$ cat src/rtl/uart_rx_pkg.sv
// Shared types and constants for the UART RX frame controller.
// UART_RX_PARITY_EN adds the PARITY state to rx_state_t.
package uart_rx_pkg;

  typedef enum logic [2:0] {
    IDLE   = 3'd0,
    START  = 3'd1,
    DATA   = 3'd2,
`ifdef UART_RX_PARITY_EN
    PARITY = 3'd3,
`endif
    STOP   = 3'd4
  } rx_state_t;

  localparam logic PAR_EVEN = 1'b0;
  localparam logic PAR_ODD  = 1'b1;

  localparam int unsigned PRESCALE_8  = 32'd8;
  localparam int unsigned PRESCALE_16 = 32'd16;
  localparam int unsigned PRESCALE_32 = 32'd32;

endpackage

$ cat src/rtl/uart_rx_fsm_edge_bit_counter.sv
// Oversample edge counter and bit counter for the UART RX frame controller.
// The edge count wraps at prescale-1 and advances the bit count; clear beats enable.
module edge_bit_counter
  import uart_rx_pkg::*;
#(
  parameter int PRESCALE_W = 6,
  parameter int BIT_W      = 4
) (
  input  logic                  clk,
  input  logic                  rst_n,
  input  logic                  en_i,
  input  logic                  clr_i,
  input  logic [PRESCALE_W-1:0] prescale_i,
  output logic [PRESCALE_W-1:0] edge_cnt_o,
  output logic [BIT_W-1:0]      bit_cnt_o
);

  logic [PRESCALE_W-1:0] edge_q, edge_d;
  logic [BIT_W-1:0]      bit_q, bit_d;
  logic                  wrap_s;

  assign wrap_s = (edge_q == (prescale_i - PRESCALE_W'(1)));

  always_comb begin
    edge_d = edge_q;
    bit_d  = bit_q;
    if (clr_i) begin
      edge_d = '0;
      bit_d  = '0;
    end else if (en_i) begin
      if (wrap_s) begin
        edge_d = '0;
        bit_d  = bit_q + BIT_W'(1);
      end else begin
        edge_d = edge_q + PRESCALE_W'(1);
        bit_d  = bit_q;
      end
    end else begin
      edge_d = edge_q;
      bit_d  = bit_q;
    end
  end

  always_ff @(posedge clk) begin
    if (!rst_n) begin
      edge_q <= '0;
      bit_q  <= '0;
    end else begin
      edge_q <= edge_d;
      bit_q  <= bit_d;
    end
  end

  assign edge_cnt_o = edge_q;
  assign bit_cnt_o  = bit_q;

endmodule

$ cat src/rtl/uart_rx_fsm.sv
// Receive-side UART frame controller: start/data/parity/stop tracking and error flags.
// Define UART_RX_PARITY_EN to compile in the PARITY state and parity checking.
module uart_rx_fsm
  import uart_rx_pkg::*;
#(
  parameter int DATA_W     = 8,
  parameter int PRESCALE_W = 6
) (
  input  logic                  clk,
  input  logic                  rst_n,
  input  logic                  rx_in,
  input  logic [PRESCALE_W-1:0] prescale,
  input  logic                  par_en,
  input  logic                  par_typ,
  input  logic                  sampled_bit,
  output logic                  dat_samp_en,
  output logic [PRESCALE_W-1:0] edge_cnt,
  output logic                  deser_en,
  output logic                  data_valid,
  output logic                  par_err,
  output logic                  stp_err,
  output logic                  busy
);

  // bit_cnt runs 0 (start) .. DATA_W (last data bit) .. DATA_W+2 (stop with parity)
  localparam int               BIT_W         = $clog2(DATA_W + 3);
  localparam logic [BIT_W-1:0] LAST_DATA_BIT = BIT_W'(DATA_W);

  rx_state_t             state_q, state_d;
  logic [PRESCALE_W-1:0] prescale_q, prescale_d;
  logic                  stp_err_q, stp_err_d;
  logic                  data_valid_q, data_valid_d;
  logic [PRESCALE_W-1:0] edge_cnt_s;
  logic [BIT_W-1:0]      bit_cnt_s;
  logic                  chk_s, bit_end_s, cnt_en_s, cnt_clr_s;

`ifdef UART_RX_PARITY_EN
  logic par_en_q, par_en_d, par_typ_q, par_typ_d;
  logic acc_q, acc_d, par_err_q, par_err_d;
`else
  logic unused_par_s;
  assign unused_par_s = par_en ^ par_typ;
`endif

  assign chk_s     = (edge_cnt_s == ((prescale_q >> 1) + PRESCALE_W'(2)));
  assign bit_end_s = (edge_cnt_s == (prescale_q - PRESCALE_W'(1)));
  assign cnt_en_s  = (state_q != IDLE);
  assign cnt_clr_s = (state_d == IDLE);

  edge_bit_counter #(
    .PRESCALE_W (PRESCALE_W),
    .BIT_W      (BIT_W)
  ) u_edge_bit_counter (
    .clk        (clk),
    .rst_n      (rst_n),
    .en_i       (cnt_en_s),
    .clr_i      (cnt_clr_s),
    .prescale_i (prescale_q),
    .edge_cnt_o (edge_cnt_s),
    .bit_cnt_o  (bit_cnt_s)
  );

  always_comb begin
    state_d      = state_q;
    prescale_d   = prescale_q;
    stp_err_d    = stp_err_q;
    data_valid_d = 1'b0;
`ifdef UART_RX_PARITY_EN
    par_en_d     = par_en_q;
    par_typ_d    = par_typ_q;
    acc_d        = acc_q;
    par_err_d    = par_err_q;
`endif
    case (state_q)
      IDLE: begin
        if (!rx_in) begin
          state_d    = START;
          prescale_d = prescale;
          stp_err_d  = 1'b0;
`ifdef UART_RX_PARITY_EN
          par_en_d   = par_en;
          par_typ_d  = par_typ;
          acc_d      = 1'b0;
          par_err_d  = 1'b0;
`endif
        end else begin
          state_d = IDLE;
        end
      end
      START: begin
        if (chk_s && sampled_bit) begin
          state_d = IDLE;
        end else if (bit_end_s) begin
          state_d = DATA;
        end else begin
          state_d = START;
        end
      end
      DATA: begin
`ifdef UART_RX_PARITY_EN
        if (chk_s) begin
          acc_d = acc_q ^ sampled_bit;
        end else begin
          acc_d = acc_q;
        end
`endif
        if (bit_end_s && (bit_cnt_s == LAST_DATA_BIT)) begin
`ifdef UART_RX_PARITY_EN
          state_d = par_en_q ? PARITY : STOP;
`else
          state_d = STOP;
`endif
        end else begin
          state_d = DATA;
        end
      end
`ifdef UART_RX_PARITY_EN
      PARITY: begin
        if (chk_s) begin
          par_err_d = (sampled_bit != (acc_q ^ (par_typ_q == PAR_ODD)));
        end else begin
          par_err_d = par_err_q;
        end
        if (bit_end_s) begin
          state_d = STOP;
        end else begin
          state_d = PARITY;
        end
      end
`endif
      STOP: begin
        // Leave at CHK to catch a back-to-back start; the bit-end exit only
        // matters for illegal prescale values whose CHK is never reached.
        if (chk_s) begin
          state_d      = IDLE;
          stp_err_d    = !sampled_bit;
`ifdef UART_RX_PARITY_EN
          data_valid_d = sampled_bit && !par_err_q;
`else
          data_valid_d = sampled_bit;
`endif
        end else if (bit_end_s) begin
          state_d = IDLE;
        end else begin
          state_d = STOP;
        end
      end
      default: begin
        state_d = IDLE;
      end
    endcase
  end

  always_ff @(posedge clk) begin
    if (!rst_n) begin
      state_q      <= IDLE;
      prescale_q   <= '0;
      stp_err_q    <= 1'b0;
      data_valid_q <= 1'b0;
    end else begin
      state_q      <= state_d;
      prescale_q   <= prescale_d;
      stp_err_q    <= stp_err_d;
      data_valid_q <= data_valid_d;
    end
  end

`ifdef UART_RX_PARITY_EN
  always_ff @(posedge clk) begin
    if (!rst_n) begin
      par_en_q  <= 1'b0;
      par_typ_q <= 1'b0;
      acc_q     <= 1'b0;
      par_err_q <= 1'b0;
    end else begin
      par_en_q  <= par_en_d;
      par_typ_q <= par_typ_d;
      acc_q     <= acc_d;
      par_err_q <= par_err_d;
    end
  end

  assign par_err = par_err_q;
`else
  assign par_err = 1'b0;
`endif

  assign busy        = (state_q != IDLE);
  assign dat_samp_en = (state_q != IDLE);
  assign deser_en    = (state_q == DATA) && chk_s;
  assign edge_cnt    = edge_cnt_s;
  assign data_valid  = data_valid_q;
  assign stp_err     = stp_err_q;

endmodule
$ cat config.mk
export PLATFORM = sky130hd
export DESIGN_NAME = uart_rx_fsm
export DESIGN_NICKNAME = d
export VERILOG_FILES = /design/src/rtl/uart_rx_pkg.sv /design/src/rtl/uart_rx_fsm_edge_bit_counter.sv /design/src/rtl/uart_rx_fsm.sv
export SDC_FILE = /design/constraint.sdc
export NUM_CORES = 1
export LEC_CHECK = 0
export BUFFER_PORTS_ARGS = -buffer_cell sky130_fd_sc_hd__buf_2
export CORE_ASPECT_RATIO = 1.25
export CORE_MARGIN = 10
export CORE_UTILIZATION = 45
export DETAILED_ROUTE_END_ITERATION = 10
export GPL_TIMING_DRIVEN = 0
export PLACE_DENSITY_LB_ADDON = 0.05
export SETUP_SLACK_MARGIN = 0.05
export SYNTH_ARGS = -nofsm -noshare
export SYNTH_HDL_FRONTEND = slang
export SYNTH_SLANG_ARGS = --single-unit
$ cat constraint.sdc
create_clock -name clk -period 4.4 [get_ports clk]
set_input_delay 0.66 -clock clk [delete_from_list [all_inputs] [get_ports clk]]
set_output_delay 0.66 -clock clk [all_outputs]
set_load 0.03 [all_outputs]
## Word level (Yosys, flattened, before mapping)

Cells that the tools add are included.
Widths: inputs -> output; s select.

- Eq/ne operators: 8
- Magnitude comparators: 0
- Divide/modulo/power cells: 0
- Muxes and demuxes: 11
- Reductions and logical operators: 13
- Multiply operators: 0
- Shift operators: 0
- Bitwise gates (word level): 2
- Add/subtract/negate cells: 4

Operator list:

| kind | number |
|---|---|
| $eq 6x6->1 | 2 |
| $pmux 3 s4 | 1 |
| $mux 3 | 3 |
| $add 5x2->6 const B | 1 |
| $add 6x1->6 const B | 1 |
| $logic_not 3->1 | 2 |
| $mux 6 | 1 |
| $reduce_and 3->1 | 2 |
| $sub 6x1->6 const B | 1 |
| $add 4x1->4 const B | 1 |
| $eq 4x4->1 const B | 1 |
| $mux 2 | 2 |
| $ne 2x2->1 const B | 2 |
| $reduce_and 2->1 | 2 |
| $eq 3x1->1 const B | 1 |
| $eq 3x2->1 const B | 1 |
| $eq 3x3->1 const B | 1 |
| $logic_and 1x1->1 | 3 |
| $mux 1 | 3 |
| $reduce_bool 3->1 | 1 |
| $not 1->1 | 2 |
| $pmux 1 s2 | 1 |
| $reduce_bool 2->1 | 1 |
| $reduce_or 2->1 | 1 |
| $logic_not 1->1 | 1 |

- Bits in read-only memories: 0
- Bits in writable memories: 0
- Word-level logic and storage cells: 44
- Memories kept: 0
- Register bits after elaboration: 21
- Output and inout port bits: 12
- Latch bits: 0

## Depth between registers and ports, before layout

- Depth after elaboration: 7
- Depth in mapped cells: 9

## By module

From an unflattened synthesis, not the netlist that was laid out.

- Cell total of the unflattened synthesis: 165
- Area, all modules: 1470.2 sq um

By module, submodules not included:

| module | times used | area each (sq um) | sequential area each (sq um) | cells an instance |
|---|---|---|---|---|
| uart_rx_fsm | 1 | 860.8 | 220.2 | 93 |
| edge_bit_counter | 1 | 609.3 | 200.2 | 72 |

## Worst setup path before layout

Ideal clock, no wire load.

- Path type: register -> register
- Start: register u_edge_bit_counter.edge_q[3], in the netlist u_edge_bit_counter.edge_cnt_o[3]
- End: register u_edge_bit_counter.edge_q[2], in the netlist u_edge_bit_counter.edge_cnt_o[2]
- Data arrival time: 2275 ps
- Cell stages (with the launch flop): 9
- Required time: 4253 ps
- Clock period less this slack: 2422 ps
- Setup slack: 1978 ps
- Cell sequence: dfxtp_1 -> buf_2 -> xor2_1 -> xnor2_1 -> nand2_1 -> or3_4 -> mux2_4 -> a211oi_4 -> nor3_1

- Cells in the longest elaborated chain, start to end: 6
- Elaborated cells between the ends (all ways): 13
- Classes of those cells: eq/ne (2); mux (7); reduce/logical (4)

Ends and longest elaborated chain:

| element | line | source |
|---|---|---|
| from (decl) | uart_rx_fsm_edge_bit_counter.sv:18 | `logic [PRESCALE_W-1:0] edge_q, edge_d;` |
| from (signal assigned) | uart_rx_fsm_edge_bit_counter.sv:49 | `edge_q <= edge_d;` |
| $eq 6x6->1, on equally long branches | uart_rx_fsm_edge_bit_counter.sv:22, uart_rx_fsm.sv:46, uart_rx_fsm.sv:45 |  |
| $mux 2 (tied with other cells) | uart_rx_fsm.sv:93 | `end else if (bit_end_s) begin` |
| $mux 2 (tied with other cells) | uart_rx_fsm.sv:91 | `if (chk_s && sampled_bit) begin` |
| $pmux 3 s4 | uart_rx_fsm.sv:74 | `case (state_q)` |
| $logic_not 3->1 | uart_rx_fsm.sv:48 | `assign cnt_clr_s = (state_d == IDLE);` |
| $reduce_or 2->1 (no line) | - |  |

Several ways; a longest one is shown, not always the timed one.
A chain may end at the register's enable or synchronous reset.

## Final worst setup path

- Start: register prescale_q[2]
- End: output deser_en

- Cells in the longest elaborated chain, start to end: 3

Ends and longest elaborated chain:

| element | line | source |
|---|---|---|
| from (decl) | uart_rx_fsm.sv:30 | `logic [PRESCALE_W-1:0] prescale_q, prescale_d;` |
| from (signal assigned) | uart_rx_fsm.sv:162 | `prescale_q <= prescale_d;` |
| $add 5x2->6 | uart_rx_fsm.sv:45 | `assign chk_s = (edge_cnt_s == ((prescale_q >> 1) + PRESCALE_W'(2)));` |
| $eq 6x6->1 | uart_rx_fsm.sv:45 |  |
| $logic_and 1x1->1 | uart_rx_fsm.sv:190 | `assign deser_en = (state_q == DATA) && chk_s;` |
| to (decl) | uart_rx_fsm.sv:18 | `output logic deser_en,` |

No other way between the ends.

==> impl_metrics.yaml <==
run_status:
  status: "finished, final reports clean"
worst_setup_path:
  r2r_setup_slack_ps: 1660
  timing.reg2reg.worst_path_depth: 9
  required_ps: 3740
  worstSetupStartpointType: "register"
  path_class: "reg2out"
  cp-end-kind: "output port"
  rr_endpoint: "u_edge_bit_counter.edge_cnt_o[5]"
  critical_path.max_fanout: 6
  startpoint: "prescale_q[2]"
  crit-reg2reg-launch: "prescale_q[2]"
  crit_arrival_ps: 2250
logic_synthesis:
  syn_avg_cell_area_um2: 8.46
  yosys.area_share.simple_pct: 26.3
  synth_area_leader_cell: "dfxtp_1"
  synth_compound_area_share_pct: 11.9
  synth_edf_count: 0
  netlist_instances: 153
  netlist.area_leader.share_pct: 32.5
  async_reset_ff_share_pct: 0
  synth.area.top_cells: "dfxtp_1 32%, xor2_1 8.1%, ha_1 6.8%"
  ys.warnings.count: 0
  synth_ff_type: "dfxtp_1"
  synth_fp_nets: 172
  muxShareOfSynthArea_pct: 1.93
  synth_top_family_by_area: "simple AND/OR/NAND/NOR gates"
  yosysMostFrequentCell: "dfxtp_1"
  synth_xor_area_share_pct: 14.9
  synth_common_cells: "21 x dfxtp_1, 19 x nand2_1, 16 x nor2_1"
  ys_types: 41
  synth_area_um2: 1290
  synth_fa_ha_area_share_pct: 6.77
  ys_ff_latch: 21
  ys_seq_area_share_pct: 32.5
cells_and_area:
  fillers: 278
  n_antenna_cell: 0
  seq_area_um2: 420
  final_util_pct: 53.6
  multiInputGateArea_um2: 803
  areaGrowthSynthToFinish_pct: 13.2
  stdcell_area_um2: 1460
  final_nets: 197
  drive_above_1_share_pct: 22.0
global_route:
  grt_usage_pct: 10.3
  grt_max_degree: 13
  grt_pass1_wl_um: 4560
  antenna_found_initial: 0
  grt_overflow: 0
  grt_pass1_vias: 1080
sta:
  period_share_pct: 66.1
  setup_violations: 0
  drv_slew: 0
  rsz0062_at_grt: "no"
  tns_ps: 0
  hold_viol_final: 0
  worstMarginPinSlew_ps: 911
  fin_crit_ps: 2910
  slew_headroom_pct: 38.7
  fin_skew_ps: 11.8
  fmax_mhz: 344
routing:
  drt_iter0_markers: 29
  post_drt_wl_per_cell_um: 12.5
  wl_met3_um: 76
  wl_met1_um: 1140
  vias: 1047
  wl_met2_um: 1400
  remaining_drc_errors: 0
  drt_pass1_iterations: 4
  detail-route-antenna-nets: 0
  wl_um: 2640
  viasPerCell: 4.96
  highest_layer: "met4"
clocking:
  cts_made_buffers: 3
  clk_pin_slew_ps: 110
  post_cts_resized: 0
  clock_latency_ps: 300
  htree_levels: 1
  cts.path.max_buffers: 2
  cts_setup_buffers: 0
  root_buffer: "clkbuf_4"
  clock_sinks: 21
  cts-hold-fix-buffers: 0
  cts_tree: "yes"
power:
  power_switching_uw: 112
  vdd_drop_max_v: 0.000134
  p_leak_nw: 0.645
  seqPwrFrac_pct: 54.7
  powerDensity_nw_per_um2: 253
  clkPwrFrac_pct: 25.4
  p_comb_share_pct: 19.9
  intPower_uw: 258
  p_sw_share_pct: 30.3
  p_total_uw: 370
worst_hold_path:
  hold_path_end: "prescale_q[1]"
  holdPathStages: 2
  hold_class: "reg2reg"
  holdCritStartpoint: "prescale_q[1]"
die:
  io_pins: 24
  fp.dieH_um: 80.0
  initial_core_util_pct: 47.3
  coreArea_um2: 2730
  die_area_um2: 5430
  die_w_um: 68.0
  rows: 21
place:
  io_buffers: 20
  gp_congestion: 0.761
  dp_hpwl_um: 2130
  placed_area_um2: 1440
run:
  cap_violations: 0
stage by stage:
step                      hold WS (ps)  setup WS, ps  std cells
after floorplan                    473          1980        153
after CTS                          517          1460        211
after global routing               556          1300        211
final                              511          1490        211
after global placement             477          1690        207
after detailed placement           493          1620        207
critical path, cell delays in order, from the launching register on:
cell and delay (ps):
dfxtp_1 460, inv_1 120, ha_1 320, xnor2_1 150
nand3_1 120, a211oi_2 370, and3_1 210, buf_2 190
cell usage in the layout, fill, tap and decap left out, types with 3 or more instances in the layout:
master	synthesis	final
xor2_1	12	12
xnor2_1	10	10
nor3_1	6	6
nand3_1	7	7
dfxtp_1	21	21
a21oi_1	10	10
nor2_1	16	16
nand2_1	19	19
inv_1	8	8
ha_1	7	7
clkbuf_4	0	3
buf_2	1	21
and3_1	3	3
layout make-up:
class	count	area share [%]
Clock inverter	1	0.342
Tap cell	34	2.91
Multi-Input combinational cell	118	54.9
Inverter	9	2.31
Clock buffer	3	1.54
Buffer	5	2.48
Sequential cell	21	28.7
Timing Repair Buffer	20	6.84
cells by family (layout without fill, tap and decap cells):
kind of cell	Yosys count	in the layout
adder cells (fa/ha/maj)	7	7
buffers and inverters	14	38
multiplexers	2	2
AO/OA/AOI/OAI	19	19
XOR/XNOR	22	22
flip-flops	21	21
other	1	1
AND/OR/NAND/NOR	67	67
per-layer routing:
| layer | global-route usage, % | vias up |
|---|---|---|
| li1 | - | 557 |
| met1 | 11.0 | 482 |
| met2 | 19.1 | 6 |
| met3 | 2.11 | 2 |
| met4 | 3.63 | 0 |
| met5 | 0 | - |
worst max path at each step:
| stage | to | slack, ps | depth (start not counted) |
|---|---|---|---|
| floorplan | u_edge_bit_counter.edge_cnt_o[2] | 1980 | 8 |
| global placement | u_edge_bit_counter.edge_cnt_o[2] | 1690 | 9 |
| detailed placement | u_edge_bit_counter.edge_cnt_o[5] | 1620 | 9 |
| CTS | deser_en | 1460 | 7 |
| global route | deser_en | 1300 | 7 |
| finish | deser_en | 1490 | 7 |
state kept, by name (all words and copies together), names as in the netlist:
register / count
u_edge_bit_counter.edge_cnt_o: 6
data_valid: 1
stp_err: 1
prescale_q: 6
state_q: 3
u_edge_bit_counter.bit_cnt_o: 4
power groups by stage:
stage	clock network, mW	logic (mW)	registers [mW]
after detailed placement	0	0.0744	0.207
after floorplan	0	0.0558	0.207
after global placement	0	0.0720	0.207
final	0.0940	0.0737	0.202
after global routing	0.106	0.0837	0.204
after CTS	0.0982	0.0746	0.203
Note: power is estimated with default switching activity, not from simulation.
